===== config.mk =====
export PLATFORM = sky130hd
export DESIGN_NAME = store_buffer
export DESIGN_NICKNAME = d
export VERILOG_FILES = /design/src/rtl/store_buffer.sv
export SDC_FILE = /design/constraint.sdc
export NUM_CORES = 1
export LEC_CHECK = 0
export ABC_CLOCK_PERIOD_IN_PS = 3800
export BUFFER_PORTS_ARGS = -buffer_cell sky130_fd_sc_hd__buf_2
export CORE_UTILIZATION = 51
export DETAILED_ROUTE_END_ITERATION = 16
export PLACE_DENSITY = 0.71
export SYNTH_ARGS = -nofsm -noshare
export SYNTH_HDL_FRONTEND = slang
export SYNTH_SLANG_ARGS = --single-unit

===== constraint.sdc =====
create_clock -name clk -period 3.8 [get_ports clk]
set_input_delay 0.76 -clock clk [delete_from_list [all_inputs] [get_ports clk]]
set_output_delay 0.76 -clock clk [all_outputs]
set_load 0.005 [all_outputs]

===== src/rtl/store_buffer.sv =====
// store_buffer: write-posting FIFO between the store-formatting stage and a
// single-ported data memory. Stores drain whenever no load owns the port.
// A load that matches a pending store's word waits until that word is written.
module store_buffer #(
  parameter int unsigned DEPTH = 4
) (
  input  logic        clk,
  input  logic        rst_n,
  input  logic        st_valid,
  input  logic [31:0] st_addr,
  input  logic [31:0] st_data,
  input  logic [3:0]  st_bwe,
  output logic        st_ready,
  input  logic        ld_valid,
  input  logic [31:0] ld_addr,
  output logic        ld_ready,
  output logic        mem_en,
  output logic [29:0] mem_addr,
  output logic [3:0]  mem_we,
  output logic [31:0] mem_din,
  output logic        empty
);

  localparam int unsigned PW = (DEPTH > 1) ? $clog2(DEPTH) : 1;
  localparam int unsigned CW = PW + 1;

  typedef enum logic [1:0] {
    GNT_IDLE,
    GNT_LOAD,
    GNT_STORE
  } grant_t;

  logic [29:0]   waddr_q [DEPTH];
  logic [31:0]   data_q  [DEPTH];
  logic [3:0]    bwe_q   [DEPTH];
  logic [PW-1:0] wr_ptr;
  logic [PW-1:0] rd_ptr;
  logic [CW-1:0] count;

  logic   full;
  logic   enq;
  logic   hit;
  logic   drain;
  grant_t grant;

  // Byte-offset bits are ignored; the memory is word addressed.
  logic unused_addr_bits;
  assign unused_addr_bits = ^{st_addr[1:0], ld_addr[1:0]};

  assign full     = (count == CW'(DEPTH));
  assign st_ready = !full;
  assign empty    = (count == '0);
  assign enq      = st_valid && st_ready && (st_bwe != 4'b0000);

  // Load/store word hazard against every live entry and the store enqueueing now.
  always_comb begin
    logic [PW-1:0] idx;
    hit = 1'b0;
    idx = '0;
    for (int unsigned i = 0; i < DEPTH; i++) begin
      idx = rd_ptr + PW'(i);
      if ((CW'(i) < count) && (waddr_q[idx] == ld_addr[31:2]))
        hit = 1'b1;
    end
    if (enq && (st_addr[31:2] == ld_addr[31:2]))
      hit = 1'b1;
    if (!ld_valid)
      hit = 1'b0;
  end

  // Memory port arbitration: forced drain when full, then loads, then drains.
  always_comb begin
    grant = GNT_IDLE;
    if (full && (count != '0))
      grant = GNT_STORE;
    else if (ld_valid && !hit)
      grant = GNT_LOAD;
    else if (count != '0)
      grant = GNT_STORE;
  end

  // Drive the memory port from the granted requester.
  always_comb begin
    mem_en   = 1'b0;
    mem_addr = '0;
    mem_we   = '0;
    mem_din  = '0;
    ld_ready = 1'b0;
    drain    = 1'b0;
    case (grant)
      GNT_LOAD: begin
        ld_ready = 1'b1;
        mem_en   = 1'b1;
        mem_addr = ld_addr[31:2];
      end
      GNT_STORE: begin
        drain    = 1'b1;
        mem_en   = 1'b1;
        mem_addr = waddr_q[rd_ptr];
        mem_we   = bwe_q[rd_ptr];
        mem_din  = data_q[rd_ptr];
      end
      default: ;
    endcase
  end

  // Entry payload; contents of unused slots are never observed, so no reset.
  always_ff @(posedge clk) begin
    if (enq) begin
      waddr_q[wr_ptr] <= st_addr[31:2];
      data_q[wr_ptr]  <= st_data;
      bwe_q[wr_ptr]   <= st_bwe;
    end
  end

  // Pointers and occupancy; pointers wrap naturally since DEPTH is a power of two.
  always_ff @(posedge clk or negedge rst_n) begin
    if (!rst_n) begin
      wr_ptr <= '0;
      rd_ptr <= '0;
      count  <= '0;
    end else begin
      if (enq)
        wr_ptr <= wr_ptr + 1'b1;
      if (drain)
        rd_ptr <= rd_ptr + 1'b1;
      case ({enq, drain})
        2'b10:   count <= count + 1'b1;
        2'b01:   count <= count - 1'b1;
        default: count <= count;
      endcase
    end
  end

endmodule


Word-level counts from Yosys, hierarchy flattened. Memory sizes are Yosys's and may differ from the RTL's. Cells that the tools add are included.

Output and inout bits: 70. Logic and storage cells: 60. Memories kept: 3. Bits in writable memories: 264. Input port bits: 104. Register bits: 7.

Reductions and logical operators: 16. Add/sub/neg operators: 6. Mux-type cells: 18. Order comparisons: 4. Equality and inequality tests: 10.

Memories: data_q (words 4, bits a word 32, read ports 1, clocked after Yosys merged registers in 0, write ports 1, RTL line 34) `logic [31:0] data_q [DEPTH];`; waddr_q (words 4, bits a word 30, read ports 4, clocked after Yosys merged registers in 0, write ports 1, RTL line 33) `logic [29:0] waddr_q [DEPTH];`; bwe_q (words 4, bits a word 4, read ports 1, clocked after Yosys merged registers in 0, write ports 1, RTL line 35) `logic [3:0] bwe_q [DEPTH];`.

Operators by type and width (count): $eq A30 B30 Y1 (5); $pmux W30 S2 (1); $mux W32 (1); $mux W1 (11); $logic_and A1 B1 Y1 (9); $lt A1 B3 Y1 const A (2); $lt A2 B3 Y1 const A (2); $mux W2 (3); $pmux W3 S2 (1); $add A2 B1 Y2 const B (2); $add A2 B2 Y2 const B (2); $eq A2 B1 Y1 const B (2); $eq A2 B2 Y1 const B (2); $mux W4 (1); $reduce_bool A4 Y1 (1); $add A3 B1 Y3 const B (1); $eq A3 B3 Y1 const B (1); $logic_not A3 Y1 (1); $reduce_bool A3 Y1 (1); $sub A3 B1 Y3 const B (1); $logic_not A1 Y1 (2); $reduce_bool A2 Y1 (1); $reduce_or A2 Y1 (1).

Depth between registers and ports, before layout. Gate-level depths: netlist of run 1. An unclocked memory read counts as a cell.

Depth in word-level cells: 17. Gate-level depth with buffers: 18. Mapped depth without buffers: 14.

Worst setup path after synthesis of run 1. No wires, ideal clock.

Path kind: input -> output. Start: input port st_bwe[1]. End: output port mem_addr[0]. Stages on the path: 10. Path buffers: 3. Path slack: 229 ps. Arrival time: 2811 ps. Cells stage by stage: or4_1 and3_1 clkbuf_1 nand4_1 or4_1 o211ai_1 or3_1 buf_2 buf_4 o32ai_1.

Word-level cells in the longest chain between the ends: 11. Elaborated cells on any way between the ends: 12. Those cells by class: eq/ne: 2; mux: 5; reduce/logical: 5.

Ends and longest elaborated chain: start, declared (RTL line 12) `input logic [3:0] st_bwe,`; $reduce_bool A4 Y1 (*) (RTL line 53) `assign enq = st_valid && st_ready && (st_bwe != 4'b0000);`; $logic_and A1 B1 Y1 (*) (RTL line 53); $logic_and A1 B1 Y1 (*) (RTL line 65) `if (enq && (st_addr[31:2] == ld_addr[31:2]))`; $mux W1 (*) (RTL line 65); $mux W1 (*) (RTL line 67) `if (!ld_valid)`; $logic_not A1 Y1 (*) (RTL line 76) `else if (ld_valid && !hit)`; $logic_and A1 B1 Y1 (*) (RTL line 76); $mux W2 (*) (RTL line 76); $mux W2 (*) (RTL line 74) `if (full && (count != '0))`; $eq A2 B2 Y1 or $eq A2 B1 Y1 (tied branches) (RTL line 90) `case (grant)`; $pmux W30 S2 (*) (RTL line 90); end, declared (RTL line 18) `output logic [29:0] mem_addr,`.

Mark *: on every way between the ends. The rest lies on a longest branch, timed or not.

Final worst setup path of run 1.
Start: register rd_ptr[0]. End: output port mem_addr[11].

Word-level cells in the longest chain between the ends: 15. Elaborated cells on any way between the ends: 25. Those cells by class: add/sub: 3; eq/ne: 6; mux: 9; reduce/logical: 6; memory: 1.

Ends and longest elaborated chain: start, declared (RTL line 37) `logic [PW-1:0] rd_ptr;`; start signal, assigned (RTL line 126) `rd_ptr <= rd_ptr + 1'b1;`; $add A2 B1 Y2 or $mem_v2 Z4 W30 (tied branches); $mem_v2 Z4 W30 (*); $eq A30 B30 Y1 or $logic_and A1 B1 Y1 (tied branches) (RTL line 62) `if ((CW'(i) < count) && (waddr_q[idx] == ld_addr[31:2]))`; $logic_and A1 B1 Y1 or $mux W1 (tied branches) (RTL line 62); $mux W1 (3 in a row) (RTL line 62); $mux W1 (RTL line 65); $mux W1 (RTL line 67); $logic_not A1 Y1 (RTL line 76); $logic_and A1 B1 Y1 (RTL line 76); $mux W2 (RTL line 76); $mux W2 (RTL line 74); $eq A2 B2 Y1 or $eq A2 B1 Y1 (tied branches) (RTL line 90); $pmux W30 S2 (*) (RTL line 90).

Marked as above.

==> results.md, run 1 <==
Critical path:
- The worst register-to-register path has a depth of 16.
- The endpoint required time on the critical path is 3.04 ns.
- For this run, the slowest stage of the critical path takes 0.61 ns.
- The slowest stage of the critical path is the a222oi_1 cell.
- The most numerous cell type found on the critical path is buf_4.
- The setup path with the least slack is of type reg2out.
- STA classifies the critical path startpoint as a flop.
- The worst setup path is captured at a primary output.
- The signal on the critical path passes through buf_12 > buf_4 > buf_4 > mux2_2 > a222oi_1 > and3_1 > nand4_1 > o221ai_4 > or3_4 > buf_6 > buf_16 > o32ai_4 > buf_2.
- In this run the worst path has a maximum fanout of 11.
- Data arrives at the worst endpoint at 4.06 ns.

Yosys:
- The netlist uses 63 different library cells.
- The total nets after synthesis is 1182.
- The synthesized netlist occupies a cell area of 15400 um2.
- In this run, synthesis inferred 264 flip-flops with an integrated enable.
- The post-synthesis register bit count is 271.
- In the synthesized netlist the dominant register cell turns out to be edfxtp_1.
- The async set-or-reset flop fraction in the synthesized netlist is 0.0258.
- After synthesis, the mean cell area works out to 14.5 um2.
- Synthesis produced 1068 cells.
- The sequential cell area fraction in the yosys report is 0.525.
- The total number of yosys warnings is 0.

Global routing:
- In the global route stage, met2 resource usage came out at 0.518.
- For met1 alone, demand over resource in global routing was 0.407.
- For this run, global-route usage on met3 was measured as 0.0377.
- The number of global-route vias before repair is 11400.
- The pin count of the biggest net entering global routing is 63.
- The initial antenna violation count is 0.
- The layer flagged by global routing as most heavily used is met2.
- Global routing finished with a remaining overflow of 0.
- The total routing resource utilization after global routing is 0.303.
- The wire length of the first global-routing pass is 69100 um.

Detailed routing:
- The average via count per standard cell is 6.01.
- The final route contains 11500 vias.
- The detailed router's first-iteration violation count is 973.
- The wire length per cell is 24.5 um.
- The total wire length is 47100 um.
- For this run, the detailed router's first-pass iteration total came to 5.
- The residual antenna-violating net count after detailed routing is 0.
- The final routed DRC violation total is 0.

Die:
- The initial utilization of the core area, before any placement, comes to 0.520.
- The standard-cell row count is 63.
- The height of the die is 176 um.
- From left edge to right edge, the die measures 176 um.
- The total core area is 29700 um2.
- The floorplan step defined a die boundary enclosing 31000 um2.
- In this run the count of I/O pins placed on the die edge is 174.

Status:
- The checks that failed: setup timing.
- The flow ran to the end, but the final reports show violations.

Power and ir drop:
- The maximum ir drop on the vdd rail is 0.000583 V.
- Of the total power, registers draw 0.253.
- The switching component of the power is 6.09 mW.
- The portion of total power attributed to combinational logic is 0.574.
- Of the total power, the share spent switching nets is 0.369.
- The part of the total power dissipated in the clock network is 0.173.
- Summed over all cells, the static leakage comes to 7.98 nW.
- Dividing total power by cell area gives a power density of 804 nW/um2.
- Internal power comes to 10.4 mW.

Timing:
- In the finished design, the share of the clock period the worst path needs comes to 1.27.
- Across the routed clock network, the largest skew measured is 0.0140 ns.
- Counting I/O delays and the setup requirement, the final critical path takes 4.82 ns.
- For the pin with the worst max-slew slack, the measured transition is 1.48 ns.
- For this run, the top clock speed supported by timing is 207 MHz.
- In the final timing run, aggregate negative setup slack is -65.25 ns.
- The worst setup margin is -1.02 ns.
- Setup violations remaining at the end of the flow were counted as 69.
- The headroom to the max-slew limit is 0.0107.
- The final count of pins violating max slew is 0.
- The number of hold violations in the final report is 0.
- Setup repair after global routing could not meet its margin everywhere.

CTS:
- The total of hold buffers inserted after clock tree synthesis is 0.
- The TritonCTS clock tree is built.
- The number of buffers created by CTS is 29.
- The clock drives 271 sinks.
- The buffer cell driving the clock tree root is clkbuf_16.
- The number of H-tree branching levels is 1.
- The register clock-pin slew on the reported worst setup and hold paths is 0.06 ns.
- The later pin in the worst-skew pair is clocked with a latency of 0.57 ns.
- The longest clock path from root to sink contains 3 buffers.

Finish:
- The area used by multi-input combinational logic is 7160 um2.
- The layout has 2075 filler cells.
- Leaving out fill and tap cells, the most frequent cells in the layout are buf_4 (298), edfxtp_1 (264), buf_2 (169).
- The final cell count without fillers is 1922.
- The number of inserted diodes is 0.
- The relative area change from synthesis to final layout is 32.9%.
- The net total in the final layout is 1623.
- The fraction of layout cells with a size suffix above 1 is 0.485.
- The final non-filler cell area is 20500 um2.
- Leaving out fill and tap cells, the most frequent cell in the layout is buf_4.
- The area taken by flip-flops and latches is 8110 um2.

Placed design:
- After detailed placement, the total cell area comes to 18800 um2.
- Once detailed placement completed, the half-perimeter wirelength came to 34300 um.
- The number of buffers inserted by port buffering is 169.
- Prior to clock tree synthesis, the placed netlist has a worst setup slack of -0.645 ns.
- Including well taps, the total number of placed cells is 1853.
- The final RePlAce weighted congestion is 1.05.

Min path:
- The path class of the tightest hold or removal check is in2async.

Run:
- The max-cap check violation count is 0.
-- metal layers --
metal / routed length [um] / up-vias
li1: - / 5123
met1: 19000 / 5800
met2: 23400 / 535
met3: 3200 / 85
met4: 1460 / 0
met5: 0 / -
-- power by group through the flow --
stage	Combinational, mW	Sequential [mW]	Clock [mW]
after floorplan	5.07	4.17	0
after global placement	8.49	4.22	0
after detailed placement	8.55	4.26	0
after CTS	9.17	4.17	2.89
after global routing	9.99	4.23	2.99
final	9.48	4.18	2.86
-- sequential cells by signal (all words and copies together), names as in the netlist --
signal,count
rd_ptr,2
wr_ptr,2
waddr_q,120
bwe_q,16
count,3
data_q,128
-- synthesized netlist by cell type (all sizes together), types with 6 or more instances --
master / number / share of area
clkbuf: 44 / 0.011
o32ai: 30 / 0.017
buf: 44 / 0.019
edfxtp: 264 / 0.51
a21oi: 14 / 0.0045
inv: 49 / 0.012
nor2: 29 / 0.0070
a221oi: 6 / 0.0034
nand4: 37 / 0.015
mux4: 112 / 0.16
dfrtp: 7 / 0.011
o21ai: 12 / 0.0039
ha: 10 / 0.0081
o22ai: 6 / 0.0024
nor4: 12 / 0.0049
mux2: 19 / 0.014
and2: 7 / 0.0028
xor2: 20 / 0.011
nand3: 6 / 0.0019
mux2i: 72 / 0.047
nand2: 46 / 0.011
nor2b: 38 / 0.015
xnor2: 102 / 0.058
-- worst paths after layout --
path | from | to | slack [ns]
min in group clk | st_data[20] | data_q[2][20]$_DFFE_PP_ | 0.40
max | rd_ptr[0]$_DFFE_PN0P_ | mem_addr[11] | -1.02
max reg2reg | rd_ptr[0]$_DFFE_PN0P_ | count[2]$_DFFE_PN0P_ | -0.01
min reg2reg | wr_ptr[0]$_DFFE_PN0P_ | wr_ptr[0]$_DFFE_PN0P_ | 0.63
max in group asynchronous | rst_n | rd_ptr[0]$_DFFE_PN0P_ | 3.62
min | rst_n | rd_ptr[1]$_DFFE_PN0P_ | 0.01
-- kinds of logic after synthesis --
family	count (synthesis)	synth area share
fa+ha+maj	10	0.00810
compound gates	118	0.0596
buf+inv	137	0.0416
mux	203	0.224
simple gates	207	0.0731
flops	271	0.525
xor+xnor	122	0.0692
-- worst max-delay path: cells and delay by family, from the launching register on --
kind            cells  cell delay, ns
flops               1            0.45
buf+inv             6            1.06
mux                 1            0.34
simple gates        3            0.63
compound gates      3            1.00
-- per-stage QoR --
stage / hold WS (ns) / power (mW) / util
2_1_floorplan: 0.464 / 9.25 / -
3_3_place_gp: 0.578 / 12.7 / 0.633
3_5_place_dp: 0.604 / 12.8 / 0.633
4_1_cts: 0.000468 / 16.2 / 0.683
5_1_grt: 0.00764 / 17.2 / 0.691
6_report: 0.0113 / 16.5 / 0.691
-- layout make-up --
cell class,instances,share of cell area
repair buffers,498,0.176
clock inverters,20,0.0111
well taps,390,0.0238
clock buffers,34,0.0363
multi-input cells,660,0.349
inverters,49,0.00896
flip-flops and latches,271,0.395
-- what timing repair did --
item,CTS,global route
setup buffers,8,6
cloned,3,1
setup endpoints to repair,71,71
gates resized for setup,60,40
pin swaps,2,11
Power figures use the tool's default switching activity.
==> run 2: changes to the inputs <==
--- a/config.mk
+++ b/config.mk
@@ -6,10 +6,11 @@
 export NUM_CORES = 1
 export LEC_CHECK = 0
 export ABC_CLOCK_PERIOD_IN_PS = 3800
-export BUFFER_PORTS_ARGS = -buffer_cell sky130_fd_sc_hd__buf_2
+export CORE_ASPECT_RATIO = 1.4
 export CORE_UTILIZATION = 51
 export DETAILED_ROUTE_END_ITERATION = 16
-export PLACE_DENSITY = 0.71
+export DONT_BUFFER_PORTS = 1
+export PLACE_DENSITY = 0.66
 export SYNTH_ARGS = -nofsm -noshare
 export SYNTH_HDL_FRONTEND = slang
 export SYNTH_SLANG_ARGS = --single-unit
==> results.md, run 2 (synthesized netlist as in run 1, its figures left out) <==
Status:
- The flow ran to the end, but the final reports show violations.
- The final reports fail on setup timing.

Power and ir drop:
- The maximum ir drop on the vdd rail is 0.000581 V (-0.41%).
- The total leakage power was 6.88 nW (-14%).
- The part of the total power dissipated in the clock network came to 0.157 (-0.016).
- The power density relative to cell area is 839 nW/um2 (+4.2%).
- The switching component of the power was 6.05 mW (-0.61%).
- The net switching fraction of the power came to 0.375 (+0.00654).
- The portion of total power attributed to combinational logic is 0.582 (+0.008).
- The cell-internal power is 10.1 mW (-3.4%).
- The sequential group share of total power is 0.261 (+0.008).

Global routing:
- The initial antenna violation count is 0 (unchanged).
- The pin count of the biggest net entering global routing is 67 (+6.3%).
- The total routing resource utilization after global routing is 0.294 (-0.00846).
- The wire length of the first global-routing pass is 66400 um (-3.9%).
- The number of global-route vias before repair is 10600 (-6.5%).
- The total overflow reported by the global router is 0 (unchanged).

Placed design:
- The half-perimeter wire length after placement is 32600 um (-4.9%).
- The final RePlAce weighted congestion came to 1.01 (-4.3%).
- The placement-stage cell area is 17100 um2 (-9.2%).
- The number of buffers inserted by port buffering is 0 (-100%).
- The pre-CTS setup slack is -0.513 ns (+0.132 ns).

Detailed routing:
- The average via count per standard cell is 6.40 (+6.6%).
- The residual antenna-violating net count after detailed routing is 0 (unchanged).
- The final routed DRC violation total was 0 (unchanged).
- The total via count in the routed design came to 10600 (-7.9%).
- The first-pass detailed-route iteration total is 8 (+3).
- The detailed router's first-iteration violation count was 816 (-16%).
- The total wire length is 46700 um (-0.77%).
- The wire length per cell came to 28.1 um (+15%).

Timing:
- Setup repair after global routing could not meet its margin everywhere.
- The worst clock skew is 0.0145 ns (+0.000519 ns).
- The number of hold violations in the final report is 0 (unchanged).
- The post-layout minimum cycle time came to 4.72 ns (-0.101 ns).
- The worst setup margin is -0.921 ns (+0.101 ns).
- The post-route clock period utilization is 1.24 (-0.0267).
- The headroom to the max-slew limit came to 0.231 (+0.220).
- The achievable frequency is 212 MHz (+2.1%).
- The final hold slack was 0.302 ns (+0.291 ns).
- The final number of setup-violating endpoints is 72 (+4.3%).
- The actual slew at the worst max-slew pin is 1.15 ns (-0.330 ns).
- The final count of pins violating max slew is 0 (unchanged).

Finish:
- The library cells used most frequently in the layout, excluding fill and tap cells, are edfxtp_1 (264), buf_4 (210), mux4_2 (112).
- The fraction of layout cells with a size suffix above 1 was 0.404 (-0.0806).
- The relative area change from synthesis to final layout is 24.5%.
- The final non-filler cell area is 19200 um2 (-6.3%).
- The flip-flop count of the largest register after layout came to 128 (unchanged).
- The number of inserted diodes was 0 (unchanged).
- The register name with the most flops is data_q.
- The final-layout fill cell count is 2181 (+5.1%).
- The net total in the final layout is 1371 (-16%).
- The library cell used most frequently in the layout, excluding fill and tap cells, is edfxtp_1.
- The post-layout utilization of the core came to 0.645 (-0.0463).
- The largest registers in the layout are data_q x128, waddr_q x120, bwe_q x16.

Die:
- The starting density of the core came to 0.518 (-0.00216).
- The top-level I/O count is 174 (unchanged).
- The area enclosed by the die boundary was 31000 um2 (about the same).
- The height of the die is 208 um (+18%).
- The die width is 149 um (-15%).
- The standard-cell row count came to 75 (+19%).
- The total core area came to 29800 um2 (+0.42%).

Critical path:
- The delay of the slowest cell on the worst path is 0.55 ns (-0.06 ns).
- The setup slack of the worst register-to-register path was -0.91 ns (-0.90 ns).
- By instance count, the cell type seen most on the critical path is buf_12.
- The type of the worst setup path is reg2out.
- The critical path arrival is 3.96 ns (-0.10 ns).
- Walking the worst path, the cells encountered are buf_12 > mux4_2 > xnor2_2 > nand4_1 > or4_4 > or3_4 > o221ai_4 > buf_6 > o31ai_4 > buf_12 > clkbuf_16 > nor2b_2.
- The slowest stage cell on the critical path is mux4_2.
- The buffers plus inverters on the worst setup path is 4 (-2).
- The worst setup path is launched from a flop.
- The endpoint required time on the critical path is 3.04 ns (about the same).
- The endpoint of the worst-slack reg-to-reg timing path is rd_ptr[1]$_DFFE_PN0P_.
- The endpoint type of the worst setup path is a primary output.
- The launch point of the worst path is rd_ptr[0]$_DFFE_PN0P_.
- In this run the critical register-to-register path is launched from rd_ptr[0]$_DFFE_PN0P_.
- The kind of cell with the highest combined delay along the critical path is simple AND/OR/NAND/NOR gates.
- The largest fanout on the critical path is 11 (unchanged).
- The length in cells of the worst reg-to-reg path is 26 (+10).

CTS:
- The maximum buffer depth of the clock tree came to 3 (unchanged).
- The number of clock sinks is 271 (unchanged).
- The clock insertion delay at the later pin of the skew report came to 0.55 ns (-0.02 ns).
- The number of buffers created by CTS is 27 (-6.9%).
- The register clock-pin slew on the reported worst setup and hold paths came to 0.07 ns (about the same).
- The number of H-tree branching levels was 1 (unchanged).
- The tree is rooted in a clkbuf_16.
- The TritonCTS clock tree is built.

Min path:
- The source of the worst hold timing path is st_addr[5].
- The end of the worst hold path is waddr_q[1][3]$_DFFE_PP_.
- Along the worst hold path, the cell count comes to 0.
- The worst hold path belongs to the class in2reg.

Run:
- The max-cap check violation count was 0 (unchanged).
==> run 2: through the flow <==
step,instances,setup TNS [ns],power [mW]
floorplan,1068,0,9.25
global placement,1571,-26.86,12.1
detailed placement,1571,-30.76,12.2
CTS,1645,-56.93,15.2
global route,1661,-65.92,16.8
finish,1661,-60.54,16.1
==> run 2: worst reg2reg max path, stage by stage (launching register included) <==
cell and delay [ns]:
dfrtp_4 0.48, buf_12 0.17, mux4_2 0.56, xnor2_2 0.16, nand4_1 0.23, buf_4 0.21
buf_4 0.12, buf_4 0.12, buf_4 0.12, buf_4 0.12, buf_4 0.12, buf_4 0.12
buf_4 0.12, buf_4 0.12, buf_4 0.12, buf_4 0.12, buf_4 0.12, buf_4 0.13
buf_4 0.13, buf_4 0.12, buf_4 0.12, buf_4 0.12, buf_4 0.12, o41ai_2 0.38
buf_4 0.17, or4_1 0.10, nand3_1 0.07
==> run 2: worst max path at each step <==
stage                  end  depth (start not counted)
6_report       mem_din[26]                         12
5_1_grt        mem_din[24]                         13
4_1_cts        mem_addr[4]                         15
3_5_place_dp   mem_din[15]                         12
3_3_place_gp   mem_din[26]                         12
2_1_floorplan  mem_addr[0]                         10
==> run 2: per-layer routing <==
metal  vias up  part of all wire  GRT usage
met5         -                 0          0
li1       4606                 -          -
met4         0             0.062      0.163
met2       476              0.50      0.496
met3       116             0.072     0.0579
met1      5433              0.36      0.351
==> run 2: cell type report <==
cell class                 instances  area [um2]  area share
timing repair buffer             248        2190       0.114
clock buffer                      31         691      0.0359
clock inverter                    17         131     0.00683
inverter                          49         190     0.00989
sequential                       271        8110       0.422
multi-input combinational        660        7440       0.387
tap                              385         482      0.0250
==> run 2: what timing repair did <==
action / 4_1_cts / 5_1_grt
pin swaps: 4 / 16
gates resized for setup: 59 / 102
setup endpoints to repair: 71 / 72
hold buffers: 1 / 0
gates cloned: 1 / 7
hold endpoints to repair: 7 / 0
buffers inserted: 25 / 10
==> run 2: power groups by stage <==
stage	registers (mW)	clock network, mW	logic [mW]
after CTS	4.20	2.57	8.43
after global placement	4.25	0	7.85
after global routing	4.26	2.66	9.86
after detailed placement	4.29	0	7.87
after floorplan	4.17	0	5.07
final	4.21	2.53	9.39
==> run 3: changes to the inputs <==
--- a/config.mk
+++ b/config.mk
@@ -7,10 +7,10 @@
 export LEC_CHECK = 0
 export ABC_CLOCK_PERIOD_IN_PS = 3800
 export CORE_ASPECT_RATIO = 1.4
-export CORE_UTILIZATION = 51
+export CORE_UTILIZATION = 55
 export DETAILED_ROUTE_END_ITERATION = 16
 export DONT_BUFFER_PORTS = 1
-export PLACE_DENSITY = 0.66
+export PLACE_DENSITY = 0.7
 export SYNTH_ARGS = -nofsm -noshare
 export SYNTH_HDL_FRONTEND = slang
 export SYNTH_SLANG_ARGS = --single-unit
==> results.md, run 3 (synthesized netlist as in run 1, its figures left out) <==
Finish:
- Leaving out fill and tap cells, the most frequent cell in the layout is edfxtp_1.
- The fraction of layout cells with a size suffix above 1 came to 0.400 (-0.00470).
- The largest registers in the layout are data_q x128, waddr_q x120, bwe_q x16.
- The number of inserted diodes is 0 (unchanged).
- The net total in the final layout is 1367 (-0.29%).
- Leaving out fill and tap cells, the most frequent cells in the layout are edfxtp_1 (264), buf_4 (219), mux4_2 (112).
- The post-layout utilization of the core is 0.689 (+0.0439).
- The final cell count without fillers is 1641 (-1.2%).
- Ranked by flip-flop count, first place goes to data_q.
- The flip-flop count of the largest register after layout was 128 (unchanged).
- From synthesis to final layout, the design area changed by 23.3%.

Power and ir drop:
- The part of the total power dissipated in the clock network is 0.159 (+0.002).
- The sequential group share of total power came to 0.263 (+0.002).
- The portion of total power attributed to combinational logic is 0.579 (-0.003).
- The total power after layout is 16.1 mW (-0.43%).
- The net switching fraction of the power is 0.373 (-0.00242).
- The cell-internal power is 10.1 mW (about the same).
- The switching component of the power came to 5.99 mW (-1.1%).
- The maximum ir drop on the vdd rail was 0.000581 V (about the same).
- The power density relative to cell area was 844 nW/um2 (+0.59%).
- The total leakage power is 6.82 nW (-0.84%).

Die:
- The area enclosed by the die boundary is 28800 um2 (-7.2%).
- The top-level I/O count is 174 (unchanged).
- The die width is 144 um (-3.7%).
- The height of the die was 200 um (-3.7%).
- The standard-cell row count is 72 (-4.0%).
- The total core area is 27700 um2 (-7.3%).
- The starting density of the core is 0.558 (+0.0409).

Timing:
- The number of hold violations in the final report is 0 (unchanged).
- The final number of setup-violating endpoints was 71 (-1.4%).
- The post-layout minimum cycle time is 4.75 ns (+0.0304 ns).
- The headroom to the max-slew limit is 0.135 (-0.0956).
- The final count of pins violating max slew is 0 (unchanged).
- The worst setup margin is -0.952 ns (-0.0304 ns).
- The final hold slack was 0.293 ns (-0.00904 ns).
- The actual slew at the worst max-slew pin is 1.30 ns (+0.143 ns).
- The worst clock skew came to 0.0121 ns (-0.00241 ns).
- The post-route clock period utilization is 1.25 (+0.00799).
- The achievable frequency was 210 MHz (-0.64%).
- Setup repair after global routing could not meet its margin everywhere.

CTS:
- The number of buffers created by CTS is 25 (-7.4%).
- In this run the clock root is driven by a clkbuf_16.
- The register clock-pin slew on the reported worst setup and hold paths came to 0.07 ns (about the same).
- The number of clock sinks is 271 (unchanged).
- The clock insertion delay at the later pin of the skew report is 0.56 ns (about the same).
- The maximum buffer depth of the clock tree is 3 (unchanged).
- The TritonCTS clock tree is built.
- The number of H-tree branching levels is 1 (unchanged).

Detailed routing:
- The total wire length was 47400 um (+1.4%).
- The first-pass detailed-route iteration total is 5 (-3).
- The average via count per standard cell is 6.44 (+0.58%).
- The wire length per cell is 28.9 um (+2.6%).
- The residual antenna-violating net count after detailed routing was 0 (unchanged).
- The final routed DRC violation total was 0 (unchanged).
- The total via count in the routed design is 10600 (-0.63%).
- The detailed router's first-iteration violation count was 708 (-13%).

Min path:
- The path class of the tightest hold or removal check is in2reg.
- The cell depth of the worst hold path was 0 (unchanged).

Placed design:
- The number of buffers inserted by port buffering is 0 (unchanged).
- The placed instance count is 1575 (+0.25%).
- The half-perimeter wire length after placement is 33700 um (+3.5%).
- The final RePlAce weighted congestion is 0.972 (-3.4%).

Critical path:
- The critical path arrival was 3.99 ns (+0.03 ns).
- The critical path goes through buf_16 > buf_12 > mux4_2 > xnor2_2 > nand4_1 > nor4_2 > nand4_1 > o211ai_1 > buf_4 > o31ai_4 > buf_6 > buf_12 > nor2b_2.
- The largest fanout on the critical path is 27 (+16).
- The critical path is of the reg2out type.
- The number of cells on the critical path is 13 (+1).
- The worst setup path is launched from a flop.
- The worst setup path is captured at a primary output.
- The kind of cell adding the most delay to the critical path is simple AND/OR/NAND/NOR gates.
- The endpoint required time on the critical path was 3.04 ns (about the same).
- The length in cells of the worst reg-to-reg path is 16 (-38%).
- The largest individual stage delay along the critical path comes from the cell dfrtp_4.
- The buffers plus inverters on the worst setup path is 5 (+1).
- The delay of the slowest cell on the worst path is 0.58 ns (+0.03 ns).

Status:
- The flow ran to the end, but the final reports show violations.
- The final reports fail on setup timing.

Global routing:
- The initial antenna violation count is 0 (unchanged).
- The total overflow reported by the global router is 0 (unchanged).
- The total routing resource utilization after global routing was 0.333 (+0.0388).
- The number of global-route vias before repair is 10800 (+1.4%).
- The wire length of the first global-routing pass is 68000 um (+2.5%).
- The pin count of the biggest net entering global routing is 51 (-24%).

Run:
- The max-cap check violation count is 0 (unchanged).
[run 3: cell types whose count changed in the layout (fill, tap and decap cells not counted), moves of 4 or more]
cell / previous run / this run
nor2b_1: 10 / 4
buf_6: 19 / 6
buf_4: 210 / 219
clkbuf_16: 32 / 28
nor2b_4: 15 / 6
buf_8: 1 / 5
nor2b_2: 13 / 28
[run 3: routing by layer]
layer,global-route usage,share of wire,routed length [um]
met5,0,0,0
met4,0.211,0.072,3400
met3,0.0590,0.073,3460
met2,0.566,0.51,24000
met1,0.385,0.35,16500
[run 3: what timing repair did]
action / in CTS / in global routing
gates resized for setup: 89 / 37
hold buffers: 1 / 0
endpoints found under the setup margin: 72 / 72
buffers inserted: 13 / 1
hold endpoints to repair: 7 / 0
cloned: 2 / 4
pin swaps: 11 / 4
[run 3: layout make-up]
| cell class | count | area, um2 |
|---|---|---|
| well taps | 370 | 463 |
| inverters | 49 | 184 |
| flip-flops and latches | 271 | 8110 |
| repair buffers | 246 | 2150 |
| clock inverters | 16 | 168 |
| fillers | 1953 | 8610 |
| clock buffers | 29 | 651 |
| multi-input cells | 660 | 7320 |
[run 3: per-stage QoR]
stage	TNS (ns)	area [um2]	setup WS, ns
finish	-61.93	19000	-0.952
global route	-65.91	19000	-0.996
global placement	-24.69	17300	-0.489
floorplan	0	15400	0.229
detailed placement	-31.18	17300	-0.539
CTS	-54.61	18700	-0.842
[run 3: path summary, 6_finish.rpt]
kind / startpoint / end / slack (ns)
max in group asynchronous: rst_n / rd_ptr[1]$_DFFE_PN0P_ / 2.96
hold / removal: st_addr[17] / waddr_q[2][15]$_DFFE_PP_ / 0.29
setup / recovery: rd_ptr[0]$_DFFE_PN0P_ / mem_we[3] / -0.95
setup reg to reg: rd_ptr[0]$_DFFE_PN0P_ / count[2]$_DFFE_PN0P_ / -0.15
min in group asynchronous: rst_n / count[0]$_DFFE_PN0P_ / 0.55
hold reg to reg: count[0]$_DFFE_PN0P_ / count[0]$_DFFE_PN0P_ / 0.60
[run 3: power groups by stage]
stage | combinational [mW] | sequential (mW) | clock (mW)
global route | 9.74 | 4.27 | 2.68
CTS | 8.88 | 4.22 | 2.57
floorplan | 5.07 | 4.17 | 0
detailed placement | 8.15 | 4.27 | 0
finish | 9.29 | 4.22 | 2.55
global placement | 8.13 | 4.23 | 0
